$ cat src/rtl/frame_buffer_reader.sv
// frame_buffer_reader
//   Sweeps the frame RAM in raster order (addresses 0..PIXELS-1). It issues
//   synchronous reads with 1-cycle latency. Each pixel goes downstream with its
//   x/y position over a valid/ready handshake that the consumer may stall.
// Ports
//   clock, reset          system clock; synchronous active-high reset
//   start, abort          begin a sweep (only from IDLE) / cancel a sweep in progress
//   mem_addr, mem_rd      RAM read address and read enable
//   mem_q                 RAM read data, valid the cycle after a read edge
//   pix_valid, pix_ready  downstream handshake
//   pix_x, pix_y          pixel column / row
//   pix_colour            pixel colour
//   busy                  sweep in progress
//   done                  one-cycle pulse after the last pixel is accepted
module frame_buffer_reader #(
  parameter int unsigned WIDTH    = 320,
  parameter int unsigned HEIGHT   = 180,
  parameter int unsigned ADDR_W   = 16,
  parameter int unsigned X_W      = 9,
  parameter int unsigned Y_W      = 8,
  parameter int unsigned COLOUR_W = 3
) (
  input  logic                clock,
  input  logic                reset,
  input  logic                start,
  input  logic                abort,
  output logic [ADDR_W-1:0]   mem_addr,
  output logic                mem_rd,
  input  logic [COLOUR_W-1:0] mem_q,
  output logic                pix_valid,
  input  logic                pix_ready,
  output logic [X_W-1:0]      pix_x,
  output logic [Y_W-1:0]      pix_y,
  output logic [COLOUR_W-1:0] pix_colour,
  output logic                busy,
  output logic                done
);

  localparam int unsigned         PIXELS    = WIDTH * HEIGHT;
  localparam logic [ADDR_W-1:0]   LAST_ADDR = ADDR_W'(PIXELS - 1);
  localparam logic [X_W-1:0]      LAST_X    = X_W'(WIDTH - 1);

  typedef enum logic [1:0] {IDLE, READ, DRAIN} state_t;
  state_t state, state_nx;

  // Coordinates of the address about to be issued.
  logic [X_W-1:0]      cx;
  logic [Y_W-1:0]      cy;
  // Read in flight: data appears on mem_q this cycle.
  logic                q_valid;
  logic [X_W-1:0]      q_x;
  logic [Y_W-1:0]      q_y;
  // One-entry skid buffer for a read that lands while the output is stalled.
  logic                sk_valid;
  logic [X_W-1:0]      sk_x;
  logic [Y_W-1:0]      sk_y;
  logic [COLOUR_W-1:0] sk_c;

  logic       take;
  logic [1:0] occ;
  logic       last_take;
  logic       clear;

  assign take = pix_valid & pix_ready;
  // The pixels held after this edge: output plus skid plus the arriving read,
  // minus the one accepted now. A new read is issued only when at most one
  // pixel is held. Its data then always has a slot, even if the consumer stalls.
  // mem_rd depends combinationally on pix_ready, so the pipe runs gap-free.
  assign occ  = {1'b0, pix_valid} + {1'b0, sk_valid} + {1'b0, q_valid} - {1'b0, take};

  always_ff @(posedge clock) begin
    if (reset) begin
      state <= IDLE;
      done  <= 1'b0;
    end else begin
      state <= state_nx;
      done  <= last_take && !abort;
    end
  end

  always_comb begin
    state_nx = state;
    unique case (state)
      IDLE:    if (start && !abort) state_nx = READ;
      READ:    if (abort) state_nx = IDLE;
               else if (mem_rd && mem_addr == LAST_ADDR) state_nx = DRAIN;
      DRAIN:   if (abort || last_take) state_nx = IDLE;
      default: state_nx = IDLE;
    endcase
  end

  always_comb begin
    busy      = (state != IDLE);
    mem_rd    = (state == READ) && !abort && (occ <= 2'd1);
    last_take = (state == DRAIN) && take && !sk_valid && !q_valid;
    clear     = (state != IDLE) && (state_nx == IDLE);
  end

  always_ff @(posedge clock) begin
    if (reset || clear) begin
      mem_addr   <= '0;
      cx         <= '0;
      cy         <= '0;
      q_valid    <= 1'b0;
      q_x        <= '0;
      q_y        <= '0;
      sk_valid   <= 1'b0;
      sk_x       <= '0;
      sk_y       <= '0;
      sk_c       <= '0;
      pix_valid  <= 1'b0;
      pix_x      <= '0;
      pix_y      <= '0;
      pix_colour <= '0;
    end else begin
      q_valid <= mem_rd;
      if (mem_rd) begin
        q_x <= cx;
        q_y <= cy;
        if (mem_addr != LAST_ADDR) begin
          mem_addr <= mem_addr + ADDR_W'(1);
          if (cx == LAST_X) begin
            cx <= '0;
            cy <= cy + Y_W'(1);
          end else begin
            cx <= cx + X_W'(1);
          end
        end
      end

      if (!pix_valid || pix_ready) begin
        if (sk_valid) begin
          pix_valid  <= 1'b1;
          pix_x      <= sk_x;
          pix_y      <= sk_y;
          pix_colour <= sk_c;
          sk_valid   <= q_valid;
          if (q_valid) begin
            sk_x <= q_x;
            sk_y <= q_y;
            sk_c <= mem_q;
          end
        end else if (q_valid) begin
          pix_valid  <= 1'b1;
          pix_x      <= q_x;
          pix_y      <= q_y;
          pix_colour <= mem_q;
        end else begin
          pix_valid  <= 1'b0;
        end
      end else if (q_valid) begin
        sk_valid <= 1'b1;
        sk_x     <= q_x;
        sk_y     <= q_y;
        sk_c     <= mem_q;
      end
    end
  end

endmodule
$ cat config.mk
export PLATFORM = sky130hd
export DESIGN_NAME = frame_buffer_reader
export DESIGN_NICKNAME = d
export VERILOG_FILES = /design/src/rtl/frame_buffer_reader.sv
export SDC_FILE = /design/constraint.sdc
export NUM_CORES = 1
export LEC_CHECK = 0
export CAP_MARGIN = 20
export CORE_MARGIN = 2
export CORE_UTILIZATION = 45
export CTS_CLUSTER_SIZE = 12
export DETAILED_ROUTE_END_ITERATION = 12
export PLACE_DENSITY = 0.66
export SYNTH_ARGS = -nofsm -noshare
export SYNTH_HDL_FRONTEND = slang
export SYNTH_SLANG_ARGS = --single-unit
$ cat constraint.sdc
create_clock -name clock -period 4.5 [get_ports clock]
set_input_delay 0.9 -clock clock [delete_from_list [all_inputs] [get_ports clock]]
set_output_delay 0.9 -clock clock [all_outputs]
set_load 0.02 [all_outputs]
==> metrics.txt <==
# TYPE chip_impl_metric gauge
chip_impl_metric{name="post_cts_sizing_count",unit=""} 0
chip_impl_metric{name="share_comb_of_total_power",unit=""} 0.068
chip_impl_metric{name="grt_util_all_layers",unit=""} 0.174
chip_impl_metric{name="detail_route.wl_per_cell",unit="µm"} 13.0
chip_impl_metric{name="slew-limit-headroom",unit=""} 0.644
chip_impl_metric{name="timing.critical_path.required",unit="ns"} 3.60
chip_impl_metric{name="use_met1",unit=""} 0.232
chip_impl_metric{name="dp_hpwl",unit="mm"} 5.62
chip_impl_metric{name="cts_max_level",unit=""} 3
chip_impl_metric{name="global_route.overflow_total",unit=""} 0
chip_impl_metric{name="multi_input_area",unit="µm²"} 2150
chip_impl_metric{name="ir_worst_vdd",unit="V"} 0.000137
chip_impl_metric{name="power.share.switching",unit=""} 0.246
chip_impl_metric{name="final.min_clock_period",unit="ns"} 4.14
chip_impl_info{name="crit_end_category",value="output port"} 1
chip_impl_metric{name="power_density_normalized_to_cell_area",unit="nW/µm²"} 304
chip_impl_metric{name="pin_count_of_the_biggest_net_entering_global_routing",unit=""} 47
chip_impl_metric{name="crit_path_max_fanout",unit=""} 2
chip_impl_metric{name="timing.setup.tns",unit="ns"} 0
chip_impl_metric{name="synth_seq_area_share",unit=""} 0.448
chip_impl_metric{name="postSynthCellCount",unit=""} 477
chip_impl_metric{name="cts_num_sinks",unit=""} 96
chip_impl_metric{name="syn-num-nets",unit=""} 490
chip_impl_metric{name="finalHoldViolCount",unit=""} 0
chip_impl_info{name="rsz_0062_raised_after_global_routing",value="no"} 1
chip_impl_metric{name="clkTransAtPathRegs",unit="ns"} 0.10
chip_impl_metric{name="detail_route.iter0.violations",unit=""} 120
chip_impl_metric{name="worst_skew_late_latency",unit="ns"} 0.36
chip_impl_metric{name="drt.antenna.violating_nets",unit=""} 0
chip_impl_metric{name="setup_viol",unit=""} 0
chip_impl_metric{name="cts.hold.buffers_added",unit=""} 0
chip_impl_metric{name="drv_cap",unit=""} 0
chip_impl_metric{name="ys_seq_elements",unit=""} 96
chip_impl_metric{name="cts-buffers-inserted",unit=""} 9
chip_impl_metric{name="synth-compound-area-share",unit=""} 0.141
chip_impl_info{name="setup.worst_path.start_class",value="primary input"} 1
chip_impl_metric{name="synthArstFlopShare",unit=""} 0
chip_impl_metric{name="first_global_vias",unit=""} 3169
chip_impl_metric{name="grt.met3_usage",unit=""} 0.0255
chip_impl_metric{name="design.die.area",unit="µm²"} 10300
chip_impl_metric{name="rows",unit=""} 35
chip_impl_metric{name="synthMuxAreaShare",unit=""} 0.0537
chip_impl_metric{name="synth_edf_count",unit=""} 0
chip_impl_info{name="clk_root_buffer_cell",value="sky130_fd_sc_hd__clkbuf_8"} 1
chip_impl_metric{name="post_synth_and_or_nand_nor_area_fraction",unit=""} 0.233
chip_impl_metric{name="timing.clock.skew",unit="ns"} 0.0105
chip_impl_metric{name="num_vias",unit=""} 3319
chip_impl_metric{name="fin_crit_sh",unit=""} 0.919
chip_impl_metric{name="synthAdderAreaFrac",unit=""} 0.0146
chip_impl_metric{name="synth_xor_area_frac",unit=""} 0.0552
chip_impl_metric{name="detailedRoute.firstPassIterationCount",unit=""} 4
chip_impl_metric{name="layoutNonFillerInstCount",unit=""} 648
chip_impl_metric{name="effective_utilization_at_floorplan",unit=""} 0.464
chip_impl_info{name="tritoncts_clock_tree",value="yes"} 1
chip_impl_info{name="post-synth-top-count-cell",value="sky130_fd_sc_hd__dfxtp_1"} 1
chip_impl_metric{name="total_switching_power",unit="mW"} 0.381
chip_impl_metric{name="gr-usage-met2",unit=""} 0.283
chip_impl_metric{name="boundaryPins",unit=""} 48
chip_impl_metric{name="floorplan.core_area",unit="µm²"} 9240
chip_impl_metric{name="cp.arrival",unit="ns"} 3.24
chip_impl_metric{name="portBuffers",unit=""} 47
chip_impl_metric{name="fraction_of_layout_instances_using_a_drive_strength_above_1",unit=""} 0.146
chip_impl_metric{name="insertedDiodeCount",unit=""} 0
chip_impl_info{name="postSynth.topFlopCell",value="sky130_fd_sc_hd__dfxtp_1"} 1
chip_impl_info{name="synth.area.top_cells",value="sky130_fd_sc_hd__dfxtp_1, sky130_fd_sc_hd__a21oi_2, sky130_fd_sc_hd__nand2_1"} 1
chip_impl_metric{name="post-cts-setup-buffer-count",unit=""} 0
chip_impl_info{name="hp-class",value="reg -> reg"} 1
chip_impl_metric{name="grt_first_pass_wirelength",unit="mm"} 14.6
chip_impl_metric{name="placedCellCount",unit=""} 633
chip_impl_metric{name="layout.nets",unit=""} 528
chip_impl_metric{name="report.final.slew_viol_count",unit=""} 0
chip_impl_metric{name="die_h",unit="µm"} 102
chip_impl_metric{name="die_width",unit="µm"} 102
chip_impl_metric{name="timing.fmax",unit="MHz"} 242
chip_impl_metric{name="postRouteWirelength",unit="mm"} 8.45
chip_impl_info{name="status",value="completed"} 1
chip_impl_metric{name="synthesis.area_per_instance",unit="µm²"} 8.99
chip_impl_metric{name="yosysTopAreaCellShare",unit=""} 0.448
chip_impl_info{name="synth_commonest_cells",value="sky130_fd_sc_hd__dfxtp_1, sky130_fd_sc_hd__nand2_1, sky130_fd_sc_hd__nor2_1, sky130_fd_sc_hd__a21oi_2, sky130_fd_sc_hd__xnor2_1"} 1
chip_impl_metric{name="worstMarginPinSlew",unit="ns"} 0.534
chip_impl_metric{name="power.static_leakage",unit="nW"} 1.52
chip_impl_metric{name="synth_cell_types",unit=""} 39
chip_impl_info{name="critical_path_class",value="in -> out"} 1
chip_impl_info{name="synth_top_family_by_area",value="simple AND/OR/NAND/NOR gates"} 1
chip_impl_info{name="global_route.peak_usage_layer",value="met2"} 1
chip_impl_metric{name="sequential_share_of_power",unit=""} 0.557
chip_impl_info{name="synth_area_leader",value="sky130_fd_sc_hd__dfxtp_1"} 1
chip_impl_metric{name="gp_congestion",unit=""} 0.792
chip_impl_metric{name="syn_area",unit="µm²"} 4290
chip_impl_metric{name="cts.path.max_buffers",unit=""} 2
chip_impl_metric{name="pwr-share-clk",unit=""} 0.375
chip_impl_metric{name="fillCellCount",unit=""} 870
chip_impl_metric{name="grt_antenna_before_repair",unit=""} 0
chip_impl_metric{name="drt_drc_violations_left",unit=""} 0
chip_impl_metric{name="synth_to_final_area_change",unit="%"} 18.7
chip_impl_metric{name="routed_via_density",unit=""} 5.12
chip_impl_metric{name="seqCellArea",unit="µm²"} 1920
chip_impl_metric{name="intPower",unit="mW"} 1.17
chip_impl_metric{name="ys_warn_count",unit=""} 0
## path summary, 6_finish.rpt
path | from | to | slack [ns] | cells after the start
setup / recovery | pix_ready | mem_rd | 0.36 | 9
hold / removal | sk_c[1] | sk_c[1] | 0.46 | 2
setup reg to reg | pix_valid | cx[3] | 1.42 | 11
hold reg to reg | sk_c[1] | sk_c[1] | 0.46 | 2
## routing by layer
layer,part of all wire,up-vias
li1,-,1715
met1,0.50,1523
met2,0.45,71
met3,0.034,10
met4,0.015,0
met5,0,-
## kinds of logic (layout without fill, tap and decap cells)
family                     after synthesis  after routing
DFF                                     96             96
adders and majority gates                5              5
buffers and inverters                   37             79
xor gates and xnor gates                27             27
muxes                                   23             23
AOI/OAI and AO/OA                       76             76
and+or+nand+nor                        213            213
## worst max-delay path, stage by stage
cell and delay, ns:
sky130_fd_sc_hd__clkdlybuf4s50_1 0.41, sky130_fd_sc_hd__and2_1 0.17, sky130_fd_sc_hd__ha_1 0.27, sky130_fd_sc_hd__inv_1 0.03, sky130_fd_sc_hd__ha_1 0.25, sky130_fd_sc_hd__a21oi_1 0.27, sky130_fd_sc_hd__mux2i_4 0.28, sky130_fd_sc_hd__inv_1 0.10
sky130_fd_sc_hd__clkdlybuf4s50_1 0.54
## sequential cells by signal (all words and copies together), names as in the netlist
| register | cells |
|---|---|
| q_x | 9 |
| pix_colour | 3 |
| sk_y | 8 |
| pix_valid | 1 |
| state | 2 |
| sk_x | 9 |
| done | 1 |
| mem_addr | 16 |
| pix_x | 9 |
| cy | 8 |
| q_y | 8 |
| sk_valid | 1 |
| q_valid | 1 |
| pix_y | 8 |
| sk_c | 3 |
| cx | 9 |
## layout by cell type, fill, tap and decap left out, types with 2 or more instances in the layout
master and count:
sky130_fd_sc_hd__a211oi_1 20, sky130_fd_sc_hd__a21oi_1 4, sky130_fd_sc_hd__a21oi_2 40, sky130_fd_sc_hd__and2_1 5
sky130_fd_sc_hd__and3_1 2, sky130_fd_sc_hd__and4_1 4, sky130_fd_sc_hd__and4b_1 2, sky130_fd_sc_hd__buf_12 6
sky130_fd_sc_hd__buf_4 6, sky130_fd_sc_hd__clkbuf_8 9, sky130_fd_sc_hd__clkdlybuf4s50_1 47, sky130_fd_sc_hd__dfxtp_1 96
sky130_fd_sc_hd__ha_1 5, sky130_fd_sc_hd__inv_1 5, sky130_fd_sc_hd__inv_6 3, sky130_fd_sc_hd__mux2i_1 22
sky130_fd_sc_hd__nand2_1 86, sky130_fd_sc_hd__nand3_1 10, sky130_fd_sc_hd__nand4_1 6, sky130_fd_sc_hd__nor2_1 58
sky130_fd_sc_hd__nor2b_1 2, sky130_fd_sc_hd__nor3_1 8, sky130_fd_sc_hd__nor4_1 16, sky130_fd_sc_hd__nor4b_1 4
sky130_fd_sc_hd__o21ai_0 6, sky130_fd_sc_hd__o21ai_1 2, sky130_fd_sc_hd__xnor2_1 24, sky130_fd_sc_hd__xor2_1 3
## power groups by stage
stage	Clock [mW]	Combinational (mW)	Sequential [mW]
5_1_grt	0.626	0.115	0.863
3_3_place_gp	0	0.106	0.882
2_1_floorplan	0	0.0585	0.890
4_1_cts	0.595	0.107	0.863
6_report	0.580	0.106	0.862
3_5_place_dp	0	0.106	0.882
## through the flow
step / cell area (µm²) / hold slack (ns) / util / power, mW / setup slack, ns
after floorplan: 4290 / 0.433 / - / 0.948 / 1.21
after global placement: 4890 / 0.442 / 0.529 / 0.988 / 0.346
after detailed placement: 4890 / 0.452 / 0.529 / 0.989 / 0.340
after CTS: 5090 / 0.467 / 0.551 / 1.56 / 0.340
after global routing: 5090 / 0.479 / 0.551 / 1.60 / 0.248
final: 5090 / 0.461 / 0.551 / 1.55 / 0.365
## layout make-up
cell class                 instances  share of cell area
inverter                           5             0.00369
tap                              129              0.0317
multi-input combinational        344               0.423
timing repair buffer              59               0.125
sequential                        96               0.378
clock buffer                       9              0.0243
clock inverter                     6              0.0147
(Power assumes the default switching activity.)
